### src/rtl/adder_pkg.sv
// Shared definitions for the pipelined adder datapath.
//   add_mode_t : arithmetic mode encoding carried on the i_mode port
//   op_ctrl_t  : per-operation control derived from the mode
//   mode_ctrl  : gives the B-operand inversion flag and the carry-in for a mode
package adder_pkg;

    typedef enum logic [1:0] {
        MODE_ADD  = 2'b00,
        MODE_ADDC = 2'b01,
        MODE_SUB  = 2'b10,
        MODE_SUBB = 2'b11
    } add_mode_t;

    typedef struct packed {
        logic invert_b;  // B' = ~B when set, B otherwise
        logic cin;       // carry into the least significant segment
    } op_ctrl_t;

    // Subtraction is A + ~B + 1. For SUBB an incoming borrow (c_in = 1) removes the +1.
    function automatic op_ctrl_t mode_ctrl(input add_mode_t mode, input logic c_in);
        op_ctrl_t ctrl;
        ctrl = '0;
        case (mode)
            MODE_ADD:  begin ctrl.invert_b = 1'b0; ctrl.cin = 1'b0;  end
            MODE_ADDC: begin ctrl.invert_b = 1'b0; ctrl.cin = c_in;  end
            MODE_SUB:  begin ctrl.invert_b = 1'b1; ctrl.cin = 1'b1;  end
            MODE_SUBB: begin ctrl.invert_b = 1'b1; ctrl.cin = ~c_in; end
        endcase
        return ctrl;
    endfunction

endpackage

### src/rtl/adder_segment.sv
// One SEG_W-bit slice of the carry-segmented adder.
//   i_clk, i_rst : clock, synchronous active-high reset
//   i_en         : shared pipeline advance enable
//   i_a, i_b     : segment operands (B already conditioned for the mode)
//   i_cin        : carry from the previous segment
//   o_sum        : registered segment sum
//   o_cout       : registered carry out of the segment
module adder_segment
    import adder_pkg::*;
#(
    parameter int SEG_W = 4
) (
    input  logic             i_clk,
    input  logic             i_rst,
    input  logic             i_en,
    input  logic [SEG_W-1:0] i_a,
    input  logic [SEG_W-1:0] i_b,
    input  logic             i_cin,
    output logic [SEG_W-1:0] o_sum,
    output logic             o_cout
);

    logic [SEG_W:0]   w_total;
    logic [SEG_W-1:0] r_sum;
    logic             r_cout;

    assign w_total = {1'b0, i_a} + {1'b0, i_b} + {{SEG_W{1'b0}}, i_cin};

    always_ff @(posedge i_clk) begin
        if (i_rst) begin
            r_sum  <= '0;
            r_cout <= 1'b0;
        end else if (i_en) begin
            r_sum  <= w_total[SEG_W-1:0];
            r_cout <= w_total[SEG_W];
        end
    end

    assign o_sum  = r_sum;
    assign o_cout = r_cout;

endmodule

### src/rtl/pipelined_adder.sv
// Carry-segmented pipelined add/subtract with valid/ready handshake on both sides.
//   i_clk, i_rst             : clock, synchronous active-high reset
//   i_in_valid / o_in_ready  : operand handshake (o_in_ready = pipeline advance)
//   i_a, i_b, i_c_in, i_mode : operands, carry/borrow in, mode (ADD/ADDC/SUB/SUBB)
//   o_out_valid / i_out_ready: result handshake
//   o_sum, o_c_out           : result and carry out (1 = no borrow for subtraction)
//   o_overflow               : two's-complement signed overflow
// Latency is NSEG+1 cycles: input register, NSEG segment stages, output register.
module pipelined_adder
    import adder_pkg::*;
#(
    parameter int WIDTH = 16,
    parameter int SEG_W = 4
) (
    input  logic             i_clk,
    input  logic             i_rst,
    input  logic             i_in_valid,
    output logic             o_in_ready,
    input  logic [WIDTH-1:0] i_a,
    input  logic [WIDTH-1:0] i_b,
    input  logic             i_c_in,
    input  logic [1:0]       i_mode,
    output logic             o_out_valid,
    input  logic             i_out_ready,
    output logic [WIDTH-1:0] o_sum,
    output logic             o_c_out,
    output logic             o_overflow
);

    localparam int NSEG = WIDTH / SEG_W;

    logic             w_advance;
    logic             w_accept;
    op_ctrl_t         w_ctrl;
    logic [WIDTH-1:0] w_b_eff;
    logic             w_ovf_next;

    logic [WIDTH-1:0] r_a0;
    logic [WIDTH-1:0] r_b0;
    logic             r_cin0;
    logic [NSEG:0]    r_valid;
    logic             r_a_msb;
    logic             r_b_msb;
    logic [WIDTH-1:0] r_sum;
    logic             r_c_out;
    logic             r_ovf;
    logic             r_out_valid;

    // Single global stall: every stage moves only when the output slot is free or being taken.
    assign w_advance = !r_out_valid || i_out_ready;
    assign w_accept  = i_in_valid && w_advance;
    assign w_ctrl    = mode_ctrl(add_mode_t'(i_mode), i_c_in);
    assign w_b_eff   = w_ctrl.invert_b ? ~i_b : i_b;

    always_ff @(posedge i_clk) begin
        if (i_rst) begin
            r_a0   <= '0;
            r_b0   <= '0;
            r_cin0 <= 1'b0;
        end else if (w_accept) begin
            r_a0   <= i_a;
            r_b0   <= w_b_eff;
            r_cin0 <= w_ctrl.cin;
        end
    end

    always_ff @(posedge i_clk) begin
        if (i_rst) begin
            r_valid <= '0;
        end else if (w_advance) begin
            r_valid <= {r_valid[NSEG-1:0], i_in_valid};
        end
    end

    // Stage k adds segment k-1. w_a_rem/w_b_rem hold only the operand bits not yet
    // consumed (bit 0 = LSB of segment k-1); w_sum holds the k completed segments.
    for (genvar k = 1; k <= NSEG; k++) begin : g_stage
        logic [WIDTH-(k-1)*SEG_W-1:0] w_a_rem;
        logic [WIDTH-(k-1)*SEG_W-1:0] w_b_rem;
        logic                         w_cin;
        logic [SEG_W-1:0]             w_seg_sum;
        logic                         w_cout;
        logic [k*SEG_W-1:0]           w_sum;

        if (k == 1) begin : g_first
            assign w_a_rem = r_a0;
            assign w_b_rem = r_b0;
            assign w_cin   = r_cin0;
            assign w_sum   = w_seg_sum;
        end else begin : g_skew
            logic [WIDTH-(k-1)*SEG_W-1:0] r_a_rem;
            logic [WIDTH-(k-1)*SEG_W-1:0] r_b_rem;
            logic [(k-1)*SEG_W-1:0]       r_sum_lo;

            always_ff @(posedge i_clk) begin
                if (i_rst) begin
                    r_a_rem  <= '0;
                    r_b_rem  <= '0;
                    r_sum_lo <= '0;
                end else if (w_advance) begin
                    r_a_rem  <= g_stage[k-1].w_a_rem[WIDTH-(k-2)*SEG_W-1:SEG_W];
                    r_b_rem  <= g_stage[k-1].w_b_rem[WIDTH-(k-2)*SEG_W-1:SEG_W];
                    r_sum_lo <= g_stage[k-1].w_sum;
                end
            end

            assign w_a_rem = r_a_rem;
            assign w_b_rem = r_b_rem;
            assign w_cin   = g_stage[k-1].w_cout;
            assign w_sum   = {w_seg_sum, r_sum_lo};
        end

        adder_segment #(.SEG_W(SEG_W)) u_seg (
            .i_clk  (i_clk),
            .i_rst  (i_rst),
            .i_en   (w_advance),
            .i_a    (w_a_rem[SEG_W-1:0]),
            .i_b    (w_b_rem[SEG_W-1:0]),
            .i_cin  (w_cin),
            .o_sum  (w_seg_sum),
            .o_cout (w_cout)
        );
    end

    // Operand sign bits enter the last segment; keep them aligned with its registered sum.
    always_ff @(posedge i_clk) begin
        if (i_rst) begin
            r_a_msb <= 1'b0;
            r_b_msb <= 1'b0;
        end else if (w_advance) begin
            r_a_msb <= g_stage[NSEG].w_a_rem[SEG_W-1];
            r_b_msb <= g_stage[NSEG].w_b_rem[SEG_W-1];
        end
    end

    assign w_ovf_next = (r_a_msb == r_b_msb) && (g_stage[NSEG].w_sum[WIDTH-1] != r_a_msb);

    always_ff @(posedge i_clk) begin
        if (i_rst) begin
            r_out_valid <= 1'b0;
            r_sum       <= '0;
            r_c_out     <= 1'b0;
            r_ovf       <= 1'b0;
        end else if (w_advance) begin
            r_out_valid <= r_valid[NSEG];
            r_sum       <= g_stage[NSEG].w_sum;
            r_c_out     <= g_stage[NSEG].w_cout;
            r_ovf       <= w_ovf_next;
        end
    end

    assign o_in_ready  = w_advance;
    assign o_out_valid = r_out_valid;
    assign o_sum       = r_sum;
    assign o_c_out     = r_c_out;
    assign o_overflow  = r_ovf;

endmodule

### config.mk
export PLATFORM = sky130hd
export DESIGN_NAME = pipelined_adder
export DESIGN_NICKNAME = d
export VERILOG_FILES = /design/src/rtl/adder_pkg.sv /design/src/rtl/adder_segment.sv /design/src/rtl/pipelined_adder.sv
export SDC_FILE = /design/constraint.sdc
export NUM_CORES = 1
export LEC_CHECK = 0
export BUFFER_PORTS_ARGS = -buffer_cell sky130_fd_sc_hd__clkbuf_2
export CAP_MARGIN = 20
export CORE_MARGIN = 5
export CORE_UTILIZATION = 30
export CTS_BUF_LIST = sky130_fd_sc_hd__clkbuf_8
export CTS_CLUSTER_DIAMETER = 200
export DETAILED_ROUTE_END_ITERATION = 16
export GPL_ROUTABILITY_DRIVEN = 0
export PLACE_DENSITY = 0.5
export SLEW_MARGIN = 0
export SYNTH_ARGS = -nofsm -noshare
export SYNTH_HDL_FRONTEND = slang
export SYNTH_HIERARCHICAL = 1
export SYNTH_SLANG_ARGS = --single-unit
### constraint.sdc
create_clock -name i_clk -period 2.3 [get_ports i_clk]
set_clock_uncertainty 0.1 [all_clocks]
set_input_delay 0.345 -clock i_clk [delete_from_list [all_inputs] [get_ports i_clk]]
set_output_delay 0.345 -clock i_clk [all_outputs]
set_load 0.02 [all_outputs]
==> impl_metrics.yaml <==
status:
  status: "finished, final reports clean"
sta:
  hold_ws_ns: 0.0297
  slew_violations: 0
  rsz0062_at_grt: "no"
  finalSetupViolCount: 0
  relSlewSlack: 0.544
  worst_pin_slew_ns: 0.684
  tns_ns: 0
  timing.fmax_mhz: 505
  hold_viol_final: 0
  post-route-period-util: 0.862
  final.setup.worst_slack_ns: 0.318
  period_needed_ns: 1.98
hold_path:
  hold_depth: 3
  worst_hold_path.endpoint: "g_stage[1].w_a_rem[9]"
  min_from: "i_a[9]"
  hold_class: "in -> reg"
setup_path:
  cp.required_ns: 1.86
  endpoint_kind: "primary output"
  cpPeakStageDelay_ns: 0.36
  crit_type: "reg -> out"
  critPathArrivalTime_ns: 1.54
  cp-start-kind: "flip-flop"
  path_cells: "nor2b_4, inv_4, clkbuf_2"
  critPathSlowestCell: "inv_4"
  r2r_cells: 4
  r2r_slack_ns: 0.60
  timing.rr.end: "g_stage[2].u_seg/o_sum[1]"
  crit_fanout: 45
  r2r_start: "g_stage[2].g_skew.r_a_rem[0]"
pwr:
  internal_power_mw: 3.94
  pwr-share-clk: 0.389
  power.static_leakage_nw: 2.66
  p_switching_mw: 1.19
  finalPower_mw: 5.13
  vdd.ir_drop.worst_uv: 388
  p_sw_frac: 0.233
  p_per_area_nw_per_um2: 733
  combPwrFrac: 0.070
  seq_power_share: 0.542
clocking:
  clockBufferDepth: 2
  post_cts_buffers: 0
  clk_latency_ns: 0.44
  clock_sinks: 151
  h-tree-depth: 4
  clk_pin_slew_ns: 0.08
  cts_root_buf: "clkbuf_8"
  cts_tree: "built"
  numCtsBuffers: 17
die:
  ios: 59
  initial_utilization: 0.305
  die-area_sq_um: 23400
  die_w_um: 153
  die_y_um: 153
  design.core.area_sq_um: 20200
  num_rows: 52
layout:
  final_nets: 812
  final_layout_size_suffix_gt1_frac: 0.147
  finalCoreUtilization: 0.347
  nFillCells: 2178
  syn2layout_area_growth_pct: 13.9
  antennaDiodeCount: 0
  final_cell_area_sq_um: 7000
  layout_commonest_cell: "nand2_1"
  final_cells: 1034
  final_cell_mix: "nand2_1, dfxtp_1, a21oi_1"
placement:
  placed_cell_area_sq_um: 6580
  pre_cts_slack_ns: 0.507
  io_buffers: 58
  placedCellCount: 1001
  hpwlAfterDp_um: 8390
synthesis:
  synth_ff_type: "dfxtp_1"
  synthesis.instances: 711
  ys_seq_area_frac: 0.492
  synth_cell_types: 32
  synth_area_sq_um: 6140
  synth_seq_cells: 151
  yosys_warnings: 6
  syn_nets: 770
  synth.avg_cell_area_sq_um: 8.64
  async_reset_ff_frac: 0
  synth_edf_count: 0
global_route:
  grt_pass1_wl_um: 22000
  gr-total-overflow: 0
  grt_max_degree: 115
  antenna_found_initial: 0
  grt_usage: 0.113
  grt_pass1_vias: 4378
drt:
  ant_nets: 0
  routedWlPerCell_um: 12.4
  vias_per_cell: 4.46
  wirelength_um: 12800
  drc_errors: 0
  drt_iter0_drc: 210
  firstDrtPassIters: 4
  num_vias: 4612
job:
  maxCapViolations: 0
-- final cells by class --
type | count | area (sq um) | share of cell area
multi-input cells | 488 | 2670 | 0.382
inverters | 18 | 70.1 | 0.0100
well taps | 270 | 338 | 0.0483
clock inverters | 9 | 100 | 0.0143
flip-flops and latches | 151 | 3020 | 0.432
repair buffers | 77 | 505 | 0.0722
clock buffers | 21 | 289 | 0.0413
-- sequential cells by signal (all words and copies together), names as in the netlist, 4 cells and up --
name	count
g_stage.w_b_rem	16
g_stage.u_seg/o_sum	16
g_stage.w_a_rem	16
g_stage.g_skew.r_b_rem	24
g_stage.g_skew.r_sum_lo	24
g_stage.g_skew.r_a_rem	24
r_valid	5
o_sum	16
g_stage.u_seg/o_cout	4
-- critical path, delay by kind of cell, from the launching register on --
kind | cells | cell delay, ns
flip-flops | 1 | 0.32
AND/OR/NAND/NOR | 1 | 0.14
buffers and inverters | 2 | 0.63
-- Yosys cell counts, types with 12 or more instances --
library cell    n  area (sq um)
o21ai_0        16          80.1
nand2_1       197           739
a211oi_1       21           158
ha_1           12           150
nor2_1         19          71.3
a21oi_1       133           666
buf_4          12          90.1
dfxtp_1       151          3020
nand3_1        16          80.1
inv_1          17          63.8
xnor2_1        20           175
buf_6          16           180
clkbuf_1       17          63.8
-- layer usage --
layer / track usage / wire (um) / vias up
met2: 0.151 / 5030 / 82
met4: 0.0395 / 158 / 0
met1: 0.170 / 7060 / 2065
met3: 0.0336 / 562 / 13
li1: - / - / 2452
met5: 0 / 0 / -
-- kinds of logic after synthesis --
logic type	share of synthesized area
compound gates	0.175
xor+xnor	0.0299
fa+ha+maj	0.0505
buf+inv	0.0729
flops	0.492
mux	0.0130
simple gates	0.166
-- power groups by stage --
stage               combinational (mW)  sequential (mW)  clock (mW)
floorplan                        0.244             2.83           0
global placement                 0.356             2.84           0
detailed placement               0.359             2.84           0
CTS                              0.364             2.78        2.08
global route                     0.413             2.79        2.19
finish                           0.358             2.78        1.99
-- worst max path at each step --
stage,start,to,slack [ns],cells past startpoint
5_1_grt,o_out_valid,o_in_ready,0.21,3
4_1_cts,o_out_valid,o_in_ready,0.25,3
6_report,o_out_valid,o_in_ready,0.32,3
3_3_place_gp,i_out_ready,g_stage[1].w_b_rem[9],0.52,5
2_1_floorplan,o_out_valid,g_stage[1].u_seg/o_sum[3],0.51,8
3_5_place_dp,i_out_ready,g_stage[1].w_b_rem[6],0.51,5
-- what timing repair did --
| action | 4_1_cts | 5_1_grt |
|---|---|---|
| hold endpoints to repair | 3 | 0 |
| resized for setup | 0 | 0 |
| hold buffers | 3 | 0 |
No activity file was read; power rests on OpenSTA's default activity.
